File: src/rtl/uart_pkt_framer.sv
// Packet framer: pops PKT_WORDS words from a sample FIFO, serialises each word
// into bytes for a byte-wide UART transmitter, and wraps the packet with a
// cmd/~cmd header and a ~cmd/cmd trailer for the host debug assistant.
module uart_pkt_framer #(
    parameter int         DATA_W    = 16,
    parameter int         PKT_WORDS = 8,
    parameter logic [7:0] MODE_DEF  = 8'h01,
    parameter bit         LSB_FIRST = 1'b1
) (
    input  logic              SYS_CLK,
    input  logic              RST,
    input  logic              en,
    input  logic [7:0]        mode_in,
    input  logic [DATA_W-1:0] fifo_rd_data,
    input  logic              fifo_empty,
    output logic              fifo_rd_req,
    output logic [7:0]        tx_data,
    output logic              tx_req,
    input  logic              tx_busy,
    output logic              pkt_busy,
    output logic              pkt_done
);
    localparam int NB  = DATA_W / 8;
    localparam int WIW = $clog2(PKT_WORDS) + 1;
    localparam logic [WIW-1:0] LAST_WORD = WIW'(PKT_WORDS - 1);
    localparam logic [2:0]     LAST_BYTE = 3'(NB - 1);

    typedef enum logic [2:0] {S_IDLE, S_HDR, S_FETCH, S_LATCH, S_DATA, S_TRL} state_t;
    typedef enum logic [1:0] {P_ISSUE, P_WAIT_HI, P_WAIT_LO} phase_t;

    state_t             state, state_n;
    phase_t             phase, phase_n;
    logic [2:0]         byte_cnt, byte_cnt_n;
    logic [WIW-1:0]     word_idx, word_idx_n;
    logic [7:0]         cmd, cmd_sel, cur_byte;
    logic [DATA_W-1:0]  shreg;
    logic               tx_req_n, pkt_done_n, tx_load;
    logic               cmd_load, sh_load, sh_shift, last_byte;

    assign cmd_sel  = (mode_in == 8'd0) ? MODE_DEF : mode_in;
    assign pkt_busy = (state != S_IDLE);

    // Control state, counters and the registered UART-facing outputs.
    always_ff @(posedge SYS_CLK or posedge RST) begin
        if (RST) begin
            state    <= S_IDLE;
            phase    <= P_ISSUE;
            byte_cnt <= '0;
            word_idx <= '0;
            tx_req   <= 1'b0;
            tx_data  <= 8'hFF;
            pkt_done <= 1'b0;
        end else begin
            state    <= state_n;
            phase    <= phase_n;
            byte_cnt <= byte_cnt_n;
            word_idx <= word_idx_n;
            tx_req   <= tx_req_n;
            pkt_done <= pkt_done_n;
            if (tx_load) begin
                tx_data <= cur_byte;
            end
        end
    end

    // Latched packet command and the word being serialised; pure datapath.
    always_ff @(posedge SYS_CLK) begin
        if (cmd_load) begin
            cmd <= cmd_sel;
        end
        if (sh_load) begin
            shreg <= fifo_rd_data;
        end else if (sh_shift) begin
            shreg <= LSB_FIRST ? (shreg >> 8) : (shreg << 8);
        end
    end

    // Select the byte to send: header/trailer command bytes or next word byte.
    always_comb begin
        cur_byte = LSB_FIRST ? shreg[7:0] : shreg[DATA_W-1 -: 8];
        if (state == S_HDR) begin
            cur_byte = byte_cnt[0] ? ~cmd : cmd;
        end else if (state == S_TRL) begin
            cur_byte = byte_cnt[0] ? cmd : ~cmd;
        end
    end

    // Next-state logic: packet sequencing plus the per-byte issue/wait handshake.
    always_comb begin
        state_n     = state;
        phase_n     = phase;
        byte_cnt_n  = byte_cnt;
        word_idx_n  = word_idx;
        tx_req_n    = 1'b0;
        tx_load     = 1'b0;
        pkt_done_n  = 1'b0;
        cmd_load    = 1'b0;
        sh_load     = 1'b0;
        sh_shift    = 1'b0;
        fifo_rd_req = 1'b0;
        last_byte   = (state == S_DATA) ? (byte_cnt == LAST_BYTE) : (byte_cnt == 3'd1);
        case (state)
            S_IDLE: begin
                if (en && !fifo_empty) begin
                    state_n    = S_HDR;
                    phase_n    = P_ISSUE;
                    byte_cnt_n = '0;
                    word_idx_n = '0;
                    cmd_load   = 1'b1;
                end
            end
            S_FETCH: begin
                // An empty FIFO mid-packet simply stalls here.
                if (!fifo_empty) begin
                    fifo_rd_req = 1'b1;
                    state_n     = S_LATCH;
                end
            end
            S_LATCH: begin
                sh_load    = 1'b1;
                state_n    = S_DATA;
                phase_n    = P_ISSUE;
                byte_cnt_n = '0;
            end
            S_HDR, S_DATA, S_TRL: begin
                case (phase)
                    P_ISSUE: begin
                        if (!tx_busy) begin
                            tx_load  = 1'b1;
                            tx_req_n = 1'b1;
                            sh_shift = (state == S_DATA);
                            phase_n  = P_WAIT_HI;
                        end
                    end
                    P_WAIT_HI: begin
                        if (tx_busy) begin
                            phase_n = P_WAIT_LO;
                        end
                    end
                    default: begin
                        if (!tx_busy) begin
                            phase_n = P_ISSUE;
                            if (!last_byte) begin
                                byte_cnt_n = byte_cnt + 3'd1;
                            end else begin
                                byte_cnt_n = '0;
                                if (state == S_HDR) begin
                                    state_n = S_FETCH;
                                end else if (state == S_TRL) begin
                                    state_n    = S_IDLE;
                                    pkt_done_n = 1'b1;
                                end else if (word_idx == LAST_WORD) begin
                                    state_n = S_TRL;
                                end else begin
                                    word_idx_n = word_idx + WIW'(1);
                                    state_n    = S_FETCH;
                                end
                            end
                        end
                    end
                endcase
            end
            default: begin
                state_n = S_IDLE;
            end
        endcase
    end
endmodule
File: config.mk
export PLATFORM = sky130hd
export DESIGN_NAME = uart_pkt_framer
export DESIGN_NICKNAME = d
export VERILOG_FILES = /design/src/rtl/uart_pkt_framer.sv
export SDC_FILE = /design/constraint.sdc
export NUM_CORES = 1
export LEC_CHECK = 0
export CORE_ASPECT_RATIO = 0.75
export CORE_MARGIN = 5
export CORE_UTILIZATION = 46
export CTS_CLUSTER_DIAMETER = 30
export DETAILED_ROUTE_END_ITERATION = 8
export GPL_ROUTABILITY_DRIVEN = 0
export PLACE_DENSITY = 0.72
export SLEW_MARGIN = 20
export SYNTH_ARGS = -nofsm -noshare
export SYNTH_HDL_FRONTEND = slang
export SYNTH_SLANG_ARGS = --single-unit
File: constraint.sdc
create_clock -name SYS_CLK -period 2.2 [get_ports SYS_CLK]
set_clock_uncertainty 0.1 [all_clocks]
set_input_delay 0.44 -clock SYS_CLK [delete_from_list [all_inputs] [get_ports SYS_CLK]]
set_output_delay 0.44 -clock SYS_CLK [all_outputs]
set_load 0.02 [all_outputs]
==> reports/qor.yml, run 1 <==
wl_per_cell_um: 13.7
synth_top_flop_cell: "edfxtp_1"
grt_remaining_overflow: 0
clkTransAtPathRegs_ps: 80
synth_area_per_cell_um2: 10.0
num_vias: 1636
cts_buffer_depth: 2
ys_ff_latch: 46
syn_area_um2: 2190
finalSetupViolCount: 0
p_per_area_nw_per_um2: 1180
firstDrtPassIters: 4
routed_wl_um: 4390
drtAntennaViolNets: 0
ys_warn_count: 0
io_buffers: 40
ir_drop_v: 0.000615
place_hpwl_um: 3380
critPathArrivalTime_ps: 1420
register_area_um2: 1280
finalCriticalPeriod_ps: 1960
tightest_slew_ps: 839
crit_path_start_kind: "register"
syn_inst: 219
p_sw_mw: 1.21
fin_worst_hold_slack_ps: 398
finalHoldViolCount: 0
core_um2: 4550
worstSetupPathType: "reg -> out"
antennaDiodeCount: 0
multi_input_area_um2: 837
root_buffer: "clkbuf_8"
synth_top_area_share: 0.329
start_util: 0.482
cp_num_buf_inv: 1
cap_violations: 0
drive_gt1_frac: 0.133
syn_to_final_growth_pct: 28.9
rsz0062_at_grt: "no"
p_int_mw: 2.13
pwr-share-comb: 0.415
grtUsageTotal: 0.152
antenna_found_initial: 0
final_cell_mix: "38 x nand2_1, 38 x clkdlybuf4s50_1, 25 x nor2_1, 25 x a21oi_1, 24 x edfxtp_1"
rows: 21
fill_cells: 392
sw_frac_of_total: 0.362
fin_tns_setup_ps: 0
grt_pass1_wl_um: 7360
synth.largest_area_cell: "edfxtp_1"
dieWidth_um: 89.7
grt_pass1_vias: 1581
seqPwrFrac: 0.404
die-area_um2: 6260
yosys-top-cells-area: "edfxtp_1 33%, dfrtp_1 16%, dfstp_2 9.6%"
report.final.slew_viol_count: 0
synth_edf_count: 24
post_cts_buffers: 0
via_per_inst: 5.10
cts_buffers: 5
post_synth_num_cell_types: 37
clock-sinks: 46
cts_tree: "yes"
max_freq_mhz: 509
nets: 293
crit_family: "buffers and inverters"
crit_path_max_incr_delay_ps: 600
clkPwrFrac: 0.181
critPathRequiredTime_ps: 1660
path_cells: "clkdlybuf4s50_1"
drtIter0Drc: 131
io_pins: 41
relSlewSlack: 0.439
syn_nets: 249
htreeDepth: 2
status: "finished, final reports clean"
fin_crit_sh: 0.893
async_flop_share: 0.478
ys_seq_area_frac: 0.585
ctsHoldBuffers: 0
cts_resized: 3
clock_insertion_delay_worst_skew_ps: 290
total_leakage_power_nw: 1.14
post-route-drc-count: 0
worstSetupEndpointType: "output port"
worst_hold_path_type: "in -> async"
cpMaxStageDelayCell: "clkdlybuf4s50_1"
grt_max_degree: 23
critPathMaxFanout: 2
die_h_um: 69.8
-- state kept, by name, indices dropped and copies added, names as in the netlist --
name      count
tx_req        1
shreg        16
pkt_done      1
phase         2
word_idx      4
byte_cnt      3
state         3
tx_data       8
cmd           8
-- worst reg2reg max path, delay by kind of cell (launching register included) --
family,cells,cell delay [ps]
buffers and inverters,2,360
DFF,1,450
and+or+nand+nor,3,250
AOI/OAI and AO/OA,1,480
-- power by group through the flow --
stage	registers [mW]	clock network, mW	logic (mW)
2_1_floorplan	1.41	0	0.861
3_3_place_gp	1.36	0	1.36
3_5_place_dp	1.36	0	1.40
4_1_cts	1.35	0.619	1.41
5_1_grt	1.38	0.657	1.55
6_report	1.35	0.603	1.39
-- synthesized netlist by cell type (2+ instances only) --
cell	instances
a21oi_1	25
clkbuf_1	10
xnor2_1	9
nand2_1	39
buf_2	5
and3_1	2
nor4_1	2
a21o_1	2
nand3_1	6
inv_1	2
mux2i_1	3
and2_1	9
o21ai_1	11
dfstp_2	8
nor2_1	26
nand2b_1	2
edfxtp_1	24
nor3_1	2
dfrtp_1	14
-- stage by stage --
step	setup WS (ps)	cells	utilization	total power [mW]	instance area, µm²
6_report	235	321	0.621	3.34	2820
5_1_grt	175	321	0.621	3.59	2820
4_1_cts	38.5	321	0.621	3.38	2820
3_5_place_dp	-26.5	313	0.596	2.76	2710
3_3_place_gp	-5.44	313	0.596	2.73	2710
2_1_floorplan	151	219	-	2.27	2190
-- path summary, 6_finish.rpt --
path	startpoint	end	slack [ps]	cells after the start
worst max-delay path	tx_data[2]$_DFFE_PP1P_	tx_data[2]	240	1
worst min-delay path	RST	tx_req$_DFF_PP0_	400	3
worst max register to register	state[2]$_DFFE_PP0P_	shreg[8]$_SDFFCE_PP0P_	330	6
worst min register to register	tx_data[7]$_DFFE_PP1P_	tx_data[7]$_DFFE_PP1P_	400	2
max in group asynchronous	RST	tx_data[2]$_DFFE_PP1P_	1320	3
min in group SYS_CLK	tx_data[7]$_DFFE_PP1P_	tx_data[7]$_DFFE_PP1P_	400	2
-- kinds of logic (layout without fill, tap and decap cells) --
kind of cell / count (synthesis) / after routing / synth area share
compound gates: 43 / 43 / 0.107
xor+xnor: 10 / 10 / 0.0434
buf+inv: 19 / 64 / 0.0354
simple gates: 97 / 97 / 0.210
mux: 3 / 3 / 0.0137
fa+ha+maj: 1 / 1 / 0.00571
flops: 46 / 46 / 0.585
-- routing by layer --
| metal | vias to the layer above | part of all wire | global-route usage |
|---|---|---|---|
| li1 | 830 | - | - |
| met1 | 749 | 0.48 | 0.227 |
| met2 | 53 | 0.43 | 0.214 |
| met5 | - | 0 | 0 |
| met4 | 0 | 0.0082 | 0.0430 |
| met3 | 4 | 0.079 | 0.0416 |
-- final cells by class --
class | count | area share
tap | 57 | 0.0253
inverter | 3 | 0.00399
sequential | 46 | 0.454
clock buffer | 6 | 0.0257
clock inverter | 2 | 0.0133
timing repair buffer | 53 | 0.181
multi-input combinational | 154 | 0.296
(Power assumes the default switching activity.)
==> run 2, diff against run 1 <==
- REMOVE_ABC_BUFFERS: unset -> 1
==> run 2 against run 1 <==
First-iteration DRC count decreased by 30%. Fmax decreased by 9.1%. Sequential power about the same. Non-clock buffer count increased by 1. Power decreased by 3.6%. Final area decreased by 0.93%. Register-to-register slack got worse by 50 ps.
==> reports/qor.yml, run 2 (synthesis results as in run 1) <==
io_buffers: 40
worstSetupEndpointType: "output port"
syn_to_final_growth_pct: 27.7
pre_cts_slack_ps: -34.1
clkTransAtPathRegs_ps: 90
max_freq_mhz: 463
total_leakage_power_nw: 1.14
grt_pass1_wl_um: 7090
status: "finished, final reports clean"
drtAntennaViolNets: 0
fill_cells: 413
rows: 21
ir_drop_v: 0.000614
relSlewSlack: 0.480
routed_wl_um: 4180
grt_remaining_overflow: 0
rr_worst_depth: 5
p_per_area_nw_per_um2: 1150
grt_pass1_vias: 1474
num_vias: 1614
drive_gt1_frac: 0.125
critPathRequiredTime_ps: 1660
startpoint: "state[2]$_DFFE_PP0P_"
setup_slack_ps: 37.9
firstDrtPassIters: 5
ctsHoldBuffers: 0
cts_buffer_depth: 2
crit_path_start_kind: "register"
fin_crit_sh: 0.983
crit_family: "buffers and inverters"
critPathArrivalTime_ps: 1620
cpMaxStageDelayCell: "clkdlybuf4s50_1"
drtIter0Drc: 92
critPathMaxFanout: 5
finalHoldViolCount: 0
grt_max_degree: 23
antennaDiodeCount: 0
rsz0062_at_grt: "yes"
start_util: 0.482
tightest_slew_ps: 777
finalSetupViolCount: 0
antenna_found_initial: 0
top_regs: "shreg (16), cmd (8), tx_data (8)"
worst_hold_path_type: "in -> async"
cts_tree: "yes"
grtUsageTotal: 0.148
die_h_um: 69.8
htreeDepth: 2
largest_register_ffs: 16
largest-register: "shreg"
dieWidth_um: 89.7
cp-endpoint: "pkt_busy"
r2r_end: "shreg[5]$_DFFE_PP_"
clock_insertion_delay_worst_skew_ps: 290
r2r-start: "state[2]$_DFFE_PP0P_"
post-route-util: 0.615
place_hpwl_um: 3160
cp_num_buf_inv: 1
core_um2: 4550
final_cell_mix: "39 x nand2_1, 39 x clkdlybuf4s50_1, 25 x nor2_1, 25 x a21oi_1, 24 x edfxtp_1"
root_buffer: "clkbuf_8"
worstSetupPathType: "reg -> out"
path_cells: "nor2_2, nand2_1, clkdlybuf4s50_1"
worstSetupPathDepth: 3
clock-sinks: 46
wl_per_cell_um: 13.0
cts_buffers: 5
post-route-drc-count: 0
nets: 294
rrSetupSlack_ps: 280
cap_violations: 0
report.final.slew_viol_count: 0
crit_path_max_incr_delay_ps: 550
via_per_inst: 5.01
die-area_um2: 6260
finalCriticalPeriod_ps: 2160
io_pins: 41
==> run 2: changes by cell type in the layout (fill, tap and decap cells not counted), sizes merged <==
cell,before,now
buf,13,14
bufinv,1,0
clkbuf,6,7
clkdlybuf4s50,38,39
clkinvlp,1,0
dlymetal6s2s,1,0
inv,3,4
==> run 2: layer usage <==
metal | GRT usage | vias to the layer above | share of wire
li1 | - | 833 | -
met5 | 0 | - | 0
met3 | 0.0392 | 7 | 0.077
met1 | 0.225 | 714 | 0.49
met2 | 0.194 | 60 | 0.42
met4 | 0.0628 | 0 | 0.017
==> run 2: cell type report <==
cell class	instances	area [µm²]	share of cell area
timing repair buffer	54	517	0.185
tap	57	71.3	0.0255
clock buffer	7	76.3	0.0273
sequential	46	1280	0.458
inverter	3	11.3	0.00403
clock inverter	1	6.26	0.00224
multi-input combinational	154	835	0.298
==> run 2: power breakdown <==
group	switching [mW]	internal, mW
Clock	0.264	0.226
Sequential	0.155	1.18
Combinational	0.761	0.637
==> run 2: worst min-delay path by stage <==
stage	startpoint	end	slack, ps	cells past startpoint
2_1_floorplan	RST	byte_cnt[0]$_DFFE_PP0P_	320	1
3_3_place_gp	tx_data[2]$_DFFE_PP1P_	tx_data[2]$_DFFE_PP1P_	390	2
3_5_place_dp	tx_data[4]$_DFFE_PP1P_	tx_data[4]$_DFFE_PP1P_	390	2
4_1_cts	RST	tx_req$_DFF_PP0_	390	3
5_1_grt	RST	tx_req$_DFF_PP0_	420	3
6_report	RST	tx_req$_DFF_PP0_	380	3
==> run 2: worst register-to-register path: cells and delay by family (launching register included) <==
family	cells	cell delay (ps)
buffers and inverters	1	190
flip-flops	1	430
AND/OR/NAND/NOR	4	1080
==> run 2: what timing repair did <==
item                                    4_1_cts  5_1_grt
setup buffers                                 0        0
gates resized for setup                       2        0
endpoints found under the setup margin        2        1
==> run 2: metrics by stage <==
stage	power, mW	cell area (µm²)	setup TNS, ps	cells	hold slack (ps)
3_3_place_gp	2.72	2710	-4.13	314	392
3_5_place_dp	2.74	2710	-40.4	314	392
6_report	3.22	2800	0	322	381
4_1_cts	3.24	2800	0	322	387
2_1_floorplan	2.23	2120	-2120	203	323
5_1_grt	3.46	2800	-11.8	322	415
==> run 3, diff against run 2 <==
- CAP_MARGIN: unset -> 0
==> results of run 3 <==
Final layout, timing and power as in run 2 (identical DEF).
